$ cat src/rtl/fetch_buffer_if.sv
// Fetch/decode handshake bundle for the instruction queue.
// The buffer takes the slave view; the fetch/decode side takes the master view.
interface fetch_buffer_if #(
  parameter int unsigned CPU_ADDR_BITS = 32,
  parameter int unsigned CPU_INST_BITS = 32
);
  logic                     flush;
  logic                     fetch_val0;
  logic                     fetch_val1;
  logic [CPU_ADDR_BITS-1:0] fetch_pc;
  logic [CPU_INST_BITS-1:0] fetch_inst0;
  logic [CPU_INST_BITS-1:0] fetch_inst1;
  logic                     fetch_rdy;
  logic                     decode_rdy;
  logic [CPU_ADDR_BITS-1:0] inst0_pc;
  logic [CPU_ADDR_BITS-1:0] inst1_pc;
  logic [CPU_INST_BITS-1:0] inst0;
  logic [CPU_INST_BITS-1:0] inst1;
  logic                     inst_val;

  modport master (
    output flush, fetch_val0, fetch_val1, fetch_pc, fetch_inst0, fetch_inst1, decode_rdy,
    input  fetch_rdy, inst0_pc, inst1_pc, inst0, inst1, inst_val
  );

  modport slave (
    input  flush, fetch_val0, fetch_val1, fetch_pc, fetch_inst0, fetch_inst1, decode_rdy,
    output fetch_rdy, inst0_pc, inst1_pc, inst0, inst1, inst_val
  );
endinterface

$ cat src/rtl/fetch_buffer.sv
// Circular instruction queue between fetch and decode; accepts up to two
// instructions per cycle and presents in-order pairs, NOP-padding a lone entry.
module fetch_buffer #(
  parameter int unsigned DEPTH         = 8,
  parameter int unsigned CPU_ADDR_BITS = 32,
  parameter int unsigned CPU_INST_BITS = 32
) (
  input logic           clk,
  input logic           rst,
  fetch_buffer_if.slave bus
);
  localparam int unsigned PTR_W = $clog2(DEPTH);
  localparam int unsigned CNT_W = PTR_W + 1;
  localparam logic [CPU_INST_BITS-1:0] NOP     = CPU_INST_BITS'(32'h0000_0013);
  localparam logic [CNT_W-1:0]         RDY_MAX = CNT_W'(DEPTH - 2);
  localparam logic [CNT_W-1:0]         TWO     = CNT_W'(2);
  localparam logic [CNT_W-1:0]         ONE     = CNT_W'(1);

  logic [PTR_W-1:0] head_q, head_d;
  logic [PTR_W-1:0] tail_q, tail_d;
  logic [CNT_W-1:0] count_q, count_d;

  logic [CPU_ADDR_BITS-1:0] pc_mem   [DEPTH];
  logic [CPU_INST_BITS-1:0] inst_mem [DEPTH];

  logic                     fetch_rdy;
  logic                     enq;
  logic                     deq;
  logic [CNT_W-1:0]         n_enq;
  logic [CNT_W-1:0]         n_deq;
  logic [PTR_W-1:0]         head_p1;
  logic [PTR_W-1:0]         tail_p1;
  logic [CPU_ADDR_BITS-1:0] pc_plus4;

  logic                     wr0_en;
  logic                     wr1_en;
  logic [CPU_ADDR_BITS-1:0] wr0_pc;
  logic [CPU_INST_BITS-1:0] wr0_inst;

  // Acceptance looks only at the registered count, so a full buffer stays
  // closed even when decode drains it in the same cycle.
  always_comb begin
    fetch_rdy = (count_q <= RDY_MAX);
    enq       = fetch_rdy && (bus.fetch_val0 || bus.fetch_val1);
    deq       = (count_q != '0) && bus.decode_rdy;
    head_p1   = head_q + PTR_W'(1);
    tail_p1   = tail_q + PTR_W'(1);
    pc_plus4  = bus.fetch_pc + CPU_ADDR_BITS'(4);
  end

  always_comb begin
    n_enq = '0;
    if (enq) begin
      n_enq = (bus.fetch_val0 && bus.fetch_val1) ? TWO : ONE;
    end
    n_deq = '0;
    if (deq) begin
      n_deq = (count_q >= TWO) ? TWO : ONE;
    end
  end

  always_comb begin
    head_d  = head_q + PTR_W'(n_deq);
    tail_d  = tail_q + PTR_W'(n_enq);
    count_d = count_q + n_enq - n_deq;
    if (bus.flush) begin
      head_d  = '0;
      tail_d  = '0;
      count_d = '0;
    end
  end

  always_ff @(posedge clk) begin
    if (rst) begin
      head_q  <= '0;
      tail_q  <= '0;
      count_q <= '0;
    end else begin
      head_q  <= head_d;
      tail_q  <= tail_d;
      count_q <= count_d;
    end
  end

  // A lone slot-1 instruction lands at the tail carrying its own PC.
  always_comb begin
    wr0_en   = enq && !rst && !bus.flush;
    wr1_en   = wr0_en && bus.fetch_val0 && bus.fetch_val1;
    wr0_pc   = bus.fetch_val0 ? bus.fetch_pc    : pc_plus4;
    wr0_inst = bus.fetch_val0 ? bus.fetch_inst0 : bus.fetch_inst1;
  end

  always_ff @(posedge clk) begin
    if (wr0_en) begin
      pc_mem[tail_q]   <= wr0_pc;
      inst_mem[tail_q] <= wr0_inst;
    end
    if (wr1_en) begin
      pc_mem[tail_p1]   <= pc_plus4;
      inst_mem[tail_p1] <= bus.fetch_inst1;
    end
  end

  always_comb begin
    bus.fetch_rdy = fetch_rdy;
    bus.inst_val  = 1'b0;
    bus.inst0     = '0;
    bus.inst1     = '0;
    bus.inst0_pc  = '0;
    bus.inst1_pc  = '0;
    if (count_q >= TWO) begin
      bus.inst_val = 1'b1;
      bus.inst0    = inst_mem[head_q];
      bus.inst0_pc = pc_mem[head_q];
      bus.inst1    = inst_mem[head_p1];
      bus.inst1_pc = pc_mem[head_p1];
    end else if (count_q == ONE) begin
      bus.inst_val = 1'b1;
      bus.inst0    = inst_mem[head_q];
      bus.inst0_pc = pc_mem[head_q];
      bus.inst1    = NOP;
      bus.inst1_pc = pc_mem[head_q] + CPU_ADDR_BITS'(4);
    end
  end
endmodule

$ cat src/flat_wrapper.sv
// flat-port wrapper written by rule: the top's interface ports become plain ports
module fetch_buffer_flat 
#(
  parameter int unsigned DEPTH         = 8,
  parameter int unsigned CPU_ADDR_BITS = 32,
  parameter int unsigned CPU_INST_BITS = 32
)
  (clk, rst, bus_flush, bus_fetch_val0, bus_fetch_val1, bus_fetch_pc, bus_fetch_inst0, bus_fetch_inst1, bus_decode_rdy, bus_fetch_rdy, bus_inst0_pc, bus_inst1_pc, bus_inst0, bus_inst1, bus_inst_val);
  fetch_buffer_if #(.CPU_ADDR_BITS(CPU_ADDR_BITS), .CPU_INST_BITS(CPU_INST_BITS)) bus_i ();
  input logic clk;
  input logic rst;
  input wire logic [$bits(bus_i.flush)-1:0] bus_flush;
  input wire logic [$bits(bus_i.fetch_val0)-1:0] bus_fetch_val0;
  input wire logic [$bits(bus_i.fetch_val1)-1:0] bus_fetch_val1;
  input wire logic [$bits(bus_i.fetch_pc)-1:0] bus_fetch_pc;
  input wire logic [$bits(bus_i.fetch_inst0)-1:0] bus_fetch_inst0;
  input wire logic [$bits(bus_i.fetch_inst1)-1:0] bus_fetch_inst1;
  input wire logic [$bits(bus_i.decode_rdy)-1:0] bus_decode_rdy;
  output wire logic [$bits(bus_i.fetch_rdy)-1:0] bus_fetch_rdy;
  output wire logic [$bits(bus_i.inst0_pc)-1:0] bus_inst0_pc;
  output wire logic [$bits(bus_i.inst1_pc)-1:0] bus_inst1_pc;
  output wire logic [$bits(bus_i.inst0)-1:0] bus_inst0;
  output wire logic [$bits(bus_i.inst1)-1:0] bus_inst1;
  output wire logic [$bits(bus_i.inst_val)-1:0] bus_inst_val;
  assign bus_i.flush = bus_flush;
  assign bus_i.fetch_val0 = bus_fetch_val0;
  assign bus_i.fetch_val1 = bus_fetch_val1;
  assign bus_i.fetch_pc = bus_fetch_pc;
  assign bus_i.fetch_inst0 = bus_fetch_inst0;
  assign bus_i.fetch_inst1 = bus_fetch_inst1;
  assign bus_i.decode_rdy = bus_decode_rdy;
  assign bus_fetch_rdy = bus_i.fetch_rdy;
  assign bus_inst0_pc = bus_i.inst0_pc;
  assign bus_inst1_pc = bus_i.inst1_pc;
  assign bus_inst0 = bus_i.inst0;
  assign bus_inst1 = bus_i.inst1;
  assign bus_inst_val = bus_i.inst_val;
  fetch_buffer #(.DEPTH(DEPTH), .CPU_ADDR_BITS(CPU_ADDR_BITS), .CPU_INST_BITS(CPU_INST_BITS)) u_core (.clk(clk), .rst(rst), .bus(bus_i));
endmodule
$ cat config.mk
export PLATFORM = sky130hd
export DESIGN_NAME = fetch_buffer_flat
export DESIGN_NICKNAME = d
export VERILOG_FILES = /design/src/rtl/fetch_buffer_if.sv /design/src/rtl/fetch_buffer.sv /design/src/flat_wrapper.sv
export SDC_FILE = /design/constraint.sdc
export NUM_CORES = 1
export LEC_CHECK = 0
export BUFFER_PORTS_ARGS = -buffer_cell sky130_fd_sc_hd__buf_2
export CAP_MARGIN = 20
export CORE_ASPECT_RATIO = 0.7
export CORE_MARGIN = 5
export CORE_UTILIZATION = 45
export DETAILED_ROUTE_END_ITERATION = 7
export MAX_ROUTING_LAYER = met4
export PLACE_DENSITY = 0.7
export REMOVE_ABC_BUFFERS = 1
export SETUP_SLACK_MARGIN = 0.15
export SYNTH_ARGS = -nofsm -noshare
export SYNTH_HDL_FRONTEND = slang
export SYNTH_SLANG_ARGS = --single-unit
$ cat constraint.sdc
create_clock -name clk -period 8.6 [get_ports clk]
set_input_delay 1.72 -clock clk [delete_from_list [all_inputs] [get_ports clk]]
set_output_delay 1.72 -clock clk [all_outputs]
set_load 0.05 [all_outputs]
==> qor.csv, run 1 <==
stage,metric,value,unit
drt,wl_per_cell,27.0,microns
yosys,synth_area,31400,sq um
worst_setup_path,worst-setup-path-type,register to primary output,
sta,hold_viol,0,
clocking,cts_resized,0,
global_routing,grt_util_all_layers,26.5,%
worst_setup_path,cpMaxStageDelayCell,dfxtp_4,
clocking,clk_latency,0.62,ns
sta,slew_viol_final,0,
global_routing,grt_pass1_vias,22988,
job,cap_violations,0,
sta,min_period_over_period,79.5,%
layout,drive_gt1_share,23.3,%
placement,hpwl,58400,microns
clocking,tritoncts,done,
layout,utilization,50.6,%
placement,place_worst_setup_slack,2.44,ns
die,std_cell_rows,81,
sta,rsz0062_at_grt,false,
worst_setup_path,max_stage_delay,0.88,ns
layout,final_cells,3665,
yosys,synth.area.top_cells,"edfxtp_1 49%, mux4_2 17%, nor2_1 5.1%, a21oi_1 4.9%, xnor2_1 4.8%",
drt,via_count,23018,
sta,finClkSkew,0.0191,ns
yosys,async_flop_share,0,%
global_routing,antenna_found_initial,16,
drt,drc,0,
drt,ant_nets,0,
yosys,synth-seq-area-share,49.6,%
global_routing,grt_max_degree,139,
die,die_area,75300,sq um
drt,via_per_inst,6.28,
die,core,69500,sq um
die,start_util,45.2,%
sta,period_minus_slack,6.84,ns
layout,fillCellCount,5928,
yosys,synth.top_cell.area_share,49.0,%
power,ir_drop,0.155,mV
clocking,cts_hold_buf,0,
yosys,ys_types,57,
worst_setup_path,path_cells,inv_2 -> mux2i_1 -> inv_1 -> ha_1 -> inv_1 -> or3_1 -> nand2b_1 -> nor3_1 -> buf_2 -> a211oi_1 -> or3_1 -> buf_2,
yosys,ys_ff_latch,522,
die,ios,232,
layout,final_cell_mix,"512 x edfxtp_1, 424 x nor2_1, 308 x a21oi_1",
sta,max_slew.worst_pin.slew,1.12,ns
die,die_w,326,microns
yosys,netlist_instances,2613,
sta,timing.fmax,146,MHz
yosys,synth-edff-count,512,
clocking,clock_tree.root_cell,clkbuf_16,
layout,syn_to_final_growth,11.9,%
sta,finalSetupViolations,0,
run_status,outcome,"finished, final reports clean",
placement,port_buffers,231,
drt,routed_wl,99000,microns
layout,multi_input_area,14800,sq um
sta,hold_ws,0.707,ns
power,p_leak,11.9,nW
worst_setup_path,endpoint_kind,primary output,
worst_setup_path,cp.required,6.88,ns
yosys,synth_flop_cell,edfxtp_1,
worst_setup_path,start_kind,register,
layout,nets,2814,
clocking,clock_path_buffers,3,
global_routing,grt_pass1_wl,146000,microns
power,powerDensity,233,nW/um^2
sta,max_slew_margin,25.3,%
worst_setup_path,path_max_fanout,41,
clocking,clk_pin_slew,0.06,ns
global_routing,grt.overflow.total,0,
clocking,cts_sinks,522,
worst_hold_path,hold_path.class,register to register,
die,die_h,231,microns
yosys,yosys_warnings,0,
worst_setup_path,critical_path_arrival,5.12,ns
worst_setup_path,reg2reg_slack,4.87,ns
sta,setup_slack,1.76,ns
clocking,htreeDepth,2,
placement,dp.cells,3551,
yosys,syn_avg_cell_area,12.0,sq um
layout,layout_commonest_cell,edfxtp_1,
clocking,cts_made_buffers,54,
drt,drt_iter0_drc,2937,
drt,dr.pass1.iters,6,
placement,gp_congestion,0.868,
layout,register_area,15600,sq um
clocking,postCtsSetupRepairBufs,0,
yosys,synth_top_cell_by_area,edfxtp_1,
cell families (layout without fill, tap and decap cells):
logic type | Yosys count | count (layout) | share of synthesized area [%]
buffers and inverters | 278 | 404 | 3.73
multiplexers | 377 | 377 | 22.2
AND/OR/NAND/NOR | 804 | 804 | 10.5
other | 0 | 13 | 0
flip-flops | 522 | 522 | 49.6
AO/OA/AOI/OAI | 369 | 369 | 6.33
XOR/XNOR | 247 | 247 | 6.89
adder cells (fa/ha/maj) | 16 | 16 | 0.733
metrics by stage:
| step | cell area, sq um | setup TNS [ns] | power (mW) |
|---|---|---|---|
| after floorplan | 30300 | -635.86 | 4.99 |
| after global placement | 33200 | 0 | 5.69 |
| after detailed placement | 33200 | 0 | 5.73 |
| after CTS | 35100 | 0 | 8.19 |
| after global routing | 35100 | 0 | 8.43 |
| final | 35100 | 0 | 8.18 |
worst max-delay path, delay by kind of cell, from the launching register on:
kind | cells | cell delay (ns)
adder cells (fa/ha/maj) | 1 | 0.17
AND/OR/NAND/NOR | 4 | 1.54
AO/OA/AOI/OAI | 1 | 0.11
multiplexers | 1 | 0.34
flip-flops | 1 | 0.88
buffers and inverters | 5 | 1.42
cell usage after synthesis (5+ instances only):
| master | instances |
|---|---|
| edfxtp_1 | 512 |
| nor2_1 | 425 |
| a21oi_1 | 308 |
| nand2_1 | 268 |
| mux4_2 | 237 |
| xnor2_1 | 171 |
| clkbuf_1 | 147 |
| mux2i_1 | 125 |
| xor2_1 | 76 |
| buf_1 | 69 |
| buf_2 | 33 |
| and3_1 | 23 |
| and2_1 | 22 |
| nand3_1 | 20 |
| inv_1 | 18 |
| mux4_1 | 15 |
| o22ai_1 | 15 |
| ha_1 | 12 |
| dfxtp_1 | 10 |
| nand4_1 | 9 |
| nor3_1 | 7 |
| o21ai_0 | 7 |
| nor2b_1 | 6 |
| o211ai_1 | 6 |
| a311o_1 | 5 |
| nor4_1 | 5 |
| o221ai_1 | 5 |
| or3_1 | 5 |
final timing paths:
| check | from | to | depth (start not counted) |
|---|---|---|---|
| hold reg to reg | u_core.count_q[3] | u_core.count_q[3] | 4 |
| setup reg to reg | u_core.count_q[3] | u_core.pc_mem[7][26] | 11 |
| hold / removal | u_core.count_q[3] | u_core.count_q[3] | 4 |
| setup / recovery | u_core.head_q[1] | bus_inst1_pc[26] | 12 |
sequential cells by signal, summed over array words and instances, names as in the netlist:
signal and count:
u_core.head_q 3, u_core.inst_mem 256, u_core.pc_mem 256, u_core.tail_q 3, u_core.count_q 4
area by class of cell:
cell class / count / area share, %
Antenna cell: 13 / 0.0926
Clock buffer: 59 / 3.90
Clock inverter: 40 / 1.33
Inverter: 19 / 0.203
Multi-Input combinational cell: 1813 / 42.2
Sequential cell: 522 / 44.3
Tap cell: 913 / 3.25
Timing Repair Buffer: 286 / 4.67
per-layer routing:
layer / GRT usage (%) / wire [microns] / vias to the layer above
li1: - / - / 9801
met1: 35.4 / 38300 / 11521
met2: 41.6 / 46400 / 1480
met3: 5.01 / 11100 / 216
met4: 8.56 / 3120 / 0
met5: - / 0 / -
power by group:
| part | leakage (nW) | switching, mW | internal, mW | total [mW] |
|---|---|---|---|---|
| sequential | 4.71 | 0.0634 | 2.89 | 2.95 |
| clock | 0.896 | 1.04 | 1.45 | 2.48 |
| combinational | 6.31 | 1.99 | 0.753 | 2.75 |
| total | 11.9 | 3.09 | 5.09 | 8.18 |
No activity file was read; power rests on OpenSTA's default activity.
==> inputs of run 2 (changes only) <==
--- a/config.mk
+++ b/config.mk
@@ -12,7 +12,7 @@
 export CORE_UTILIZATION = 45
 export DETAILED_ROUTE_END_ITERATION = 7
 export MAX_ROUTING_LAYER = met4
-export PLACE_DENSITY = 0.7
+export PLACE_DENSITY = 0.73
 export REMOVE_ABC_BUFFERS = 1
 export SETUP_SLACK_MARGIN = 0.15
 export SYNTH_ARGS = -nofsm -noshare
==> constraint.sdc (replaced) <==
create_clock -name clk -period 5.55 [get_ports clk]
set_input_delay 1.11 -clock clk [delete_from_list [all_inputs] [get_ports clk]]
set_output_delay 1.11 -clock clk [all_outputs]
set_load 0.05 [all_outputs]
==> run 2 against run 1 <==
Compared with the run above: sequential power up 54%; worst setup slack worse by 1.5 ns; combinational power up 56%; flip-flop and latch count unchanged; non-clock buffer count up 13; sequential share of layout area down 0.060 points; global-route usage down 0.28 points.
==> qor.csv, run 2 (synthesis gave the netlist of run 1 again) <==
stage,metric,value,unit,change
worst_setup_path,max_stage_delay,0.59,ns,-0.29 ns
global_routing,antenna_found_initial,12,,-4
sta,slew_viol_final,0,,unchanged
drt,drc,0,,unchanged
layout,syn_to_final_growth,12.1,%,
die,die_area,75300,sq um,unchanged
layout,fillCellCount,5826,,-1.7%
drt,drt_iter0_drc,3382,,+15%
die,start_util,45.2,%,unchanged
die,die_h,231,microns,unchanged
worst_setup_path,path_cells,buf_12 -> buf_12 -> mux4_2 -> mux2i_1 -> nor2_1 -> and2_2 -> a311o_1 -> o221ai_1 -> buf_2,,
worst_hold_path,hold_depth,4,,unchanged
worst_setup_path,worst-setup-path-type,register to primary output,,
clocking,clk_latency,0.63,ns,about the same
clocking,clock_path_buffers,3,,unchanged
die,ios,232,,unchanged
worst_setup_path,timing.rr.start,u_core.count_q[3],,
sta,rsz0062_at_grt,false,,
clocking,cts_sinks,522,,unchanged
drt,via_count,23119,,+0.44%
placement,dpl_cell_area,33400,sq um,+0.63%
job,cap_violations,0,,unchanged
layout,nets,2828,,+0.50%
layout,layout_commonest_cell,edfxtp_1,,
sta,finalSetupViolations,0,,unchanged
placement,dp.cells,3565,,+0.39%
layout,reg.largest.list,"u_core.inst_mem (256), u_core.pc_mem (256), u_core.count_q (4)",,
layout,final_cell_mix,"512 x edfxtp_1, 424 x nor2_1, 308 x a21oi_1",,
global_routing,grt_util_all_layers,26.2,%,-0.28 points
worst_setup_path,critical_path_arrival,4.14,ns,-0.98 ns
worst_setup_path,cpMaxStageDelayCell,mux4_2,,
worst_setup_path,reg2reg_depth,10,,-1
power,comb_power_share,34.6,%,+1.0 points
worst_hold_path,min-delay-start,u_core.count_q[3],,
worst_setup_path,path_max_fanout,60,,+46%
clocking,clk_pin_slew,0.07,ns,about the same
power,powerDensity,353,nW/um^2,+51%
sta,min_period_over_period,94.5,%,
layout,multi_input_area,14800,sq um,about the same
sta,max_slew.worst_pin.slew,1.11,ns,-0.00765 ns
worst_setup_path,start_kind,register,,
power,p_int,7.64,mW,+50%
sta,finClkSkew,0.0287,ns,+0.00963 ns
power,swShare,38.4,%,+0.64 points
sta,fin_tns_setup,0,ns,unchanged
sta,hold_viol,0,,unchanged
power,p_leak,11.9,nW,about the same
run_status,outcome,"finished, final reports clean",,
sta,hold_ws,0.697,ns,-0.00958 ns
clocking,tritoncts,done,,
drt,via_per_inst,6.29,,+0.17%
power,p_switching,4.77,mW,+54%
sta,period_minus_slack,5.25,ns,
global_routing,grt_max_degree,68,,-51%
die,std_cell_rows,81,,unchanged
placement,hpwl,59500,microns,+1.9%
global_routing,grt_pass1_vias,23145,,+0.68%
worst_hold_path,hold_path.class,register to register,,
global_routing,grt_pass1_wl,146000,microns,-0.32%
drt,ant_nets,0,,unchanged
die,core,69500,sq um,unchanged
worst_hold_path,holdPathEnd,u_core.count_q[3],,
worst_setup_path,timing.rr.end,u_core.pc_mem[7][22],,
layout,register_area,15600,sq um,unchanged
worst_setup_path,cp.required,4.44,ns,-2.44 ns
placement,gp_congestion,0.878,,+1.1%
layout,drive_gt1_share,23.4,%,+0.16 points
layout,fin_area,35200,sq um,+0.14%
power,ir_drop,0.302,mV,+95%
sta,timing.fmax,191,MHz,
drt,dr.pass1.iters,8,,+2
placement,port_buffers,231,,unchanged
clocking,cts_made_buffers,55,,+1.9%
power,power_frac_seq,36.7,%,+0.6 points
clocking,htreeDepth,2,,unchanged
power,clockPowerShare,28.7,%,-1.7 points
worst_setup_path,cp_common_cell,buf_12,,
worst_setup_path,reg2reg_slack,1.79,ns,-3.08 ns
worst_setup_path,endpoint_kind,primary output,,
global_routing,grt.overflow.total,0,,unchanged
die,die_w,326,microns,unchanged
layout,final_cells,3675,,+0.27%
clocking,clock_tree.root_cell,clkbuf_16,,
drt,routed_wl,98100,microns,-0.90%
sta,max_slew_margin,25.8,%,+0.51 points
drt,wl_per_cell,26.7,microns,-1.2%
-- run 2: changes by cell type in the layout (fill, tap and decap cells not counted), sizes merged --
cell	delta
buf	+13
bufinv	-7
clkbuf	+10
clkinv	-1
diode	-5
-- run 2: worst max path at each step --
stage | from | endpoint | slack, ns
3_5_place_dp | u_core.head_q[0] | bus_inst1_pc[27] | 0.75
4_1_cts | u_core.head_q[2] | bus_inst1_pc[26] | 0.16
6_report | u_core.head_q[0] | bus_inst1_pc[28] | 0.30
3_3_place_gp | u_core.head_q[2] | bus_inst1_pc[26] | 0.90
5_1_grt | u_core.head_q[0] | bus_inst1_pc[27] | 0.18
2_1_floorplan | u_core.head_q[0] | bus_inst1[0] | -9.35
-- run 2: what timing repair did --
| item | in CTS | in global routing |
|---|---|---|
| endpoints found under the setup margin | 6 | 11 |
| setup buffers | 0 | 1 |
| gates resized for setup | 1 | 5 |
| hold buffers | 0 | 0 |
| gates cloned | 0 | 0 |
| pin swaps | 0 | 0 |
-- run 2: metal layers --
layer	global-route usage [%]	part of all wire, %
met3	5.20	11
met1	35.5	39
met5	-	0
met2	40.4	46
met4	8.33	3.1
-- run 2: layout make-up --
cell class,count,share of cell area (%)
Inverter,19,0.210
Tap cell,913,3.25
Clock inverter,32,0.775
Clock buffer,69,4.06
Sequential cell,522,44.3
Multi-Input combinational cell,1813,42.2
Timing Repair Buffer,299,5.17
Antenna cell,8,0.0569
-- run 2: critical path, delay by kind of cell (launching register included) --
kind / cells / cell delay [ns]
simple gates: 2 / 0.51
buf+inv: 3 / 0.97
mux: 2 / 1.05
flops: 1 / 0.49
compound gates: 2 / 0.44
-- run 2: per-stage QoR --
stage / worst slack [ns] / total power [mW] / utilization, %
final: 0.303 / 12.4 / 50.6
after global routing: 0.175 / 12.8 / 50.6
after CTS: 0.160 / 12.4 / 50.5
after detailed placement: 0.749 / 8.90 / 48.1
after global placement: 0.899 / 8.84 / 48.1
after floorplan: -9.35 / 7.74 / -
-- run 2: power by group through the flow --
stage	registers [mW]	logic, mW	clock network, mW
after floorplan	4.68	3.06	0
after CTS	4.55	4.28	3.60
after global routing	4.56	4.48	3.75
after detailed placement	4.63	4.27	0
final	4.55	4.29	3.56
after global placement	4.62	4.22	0
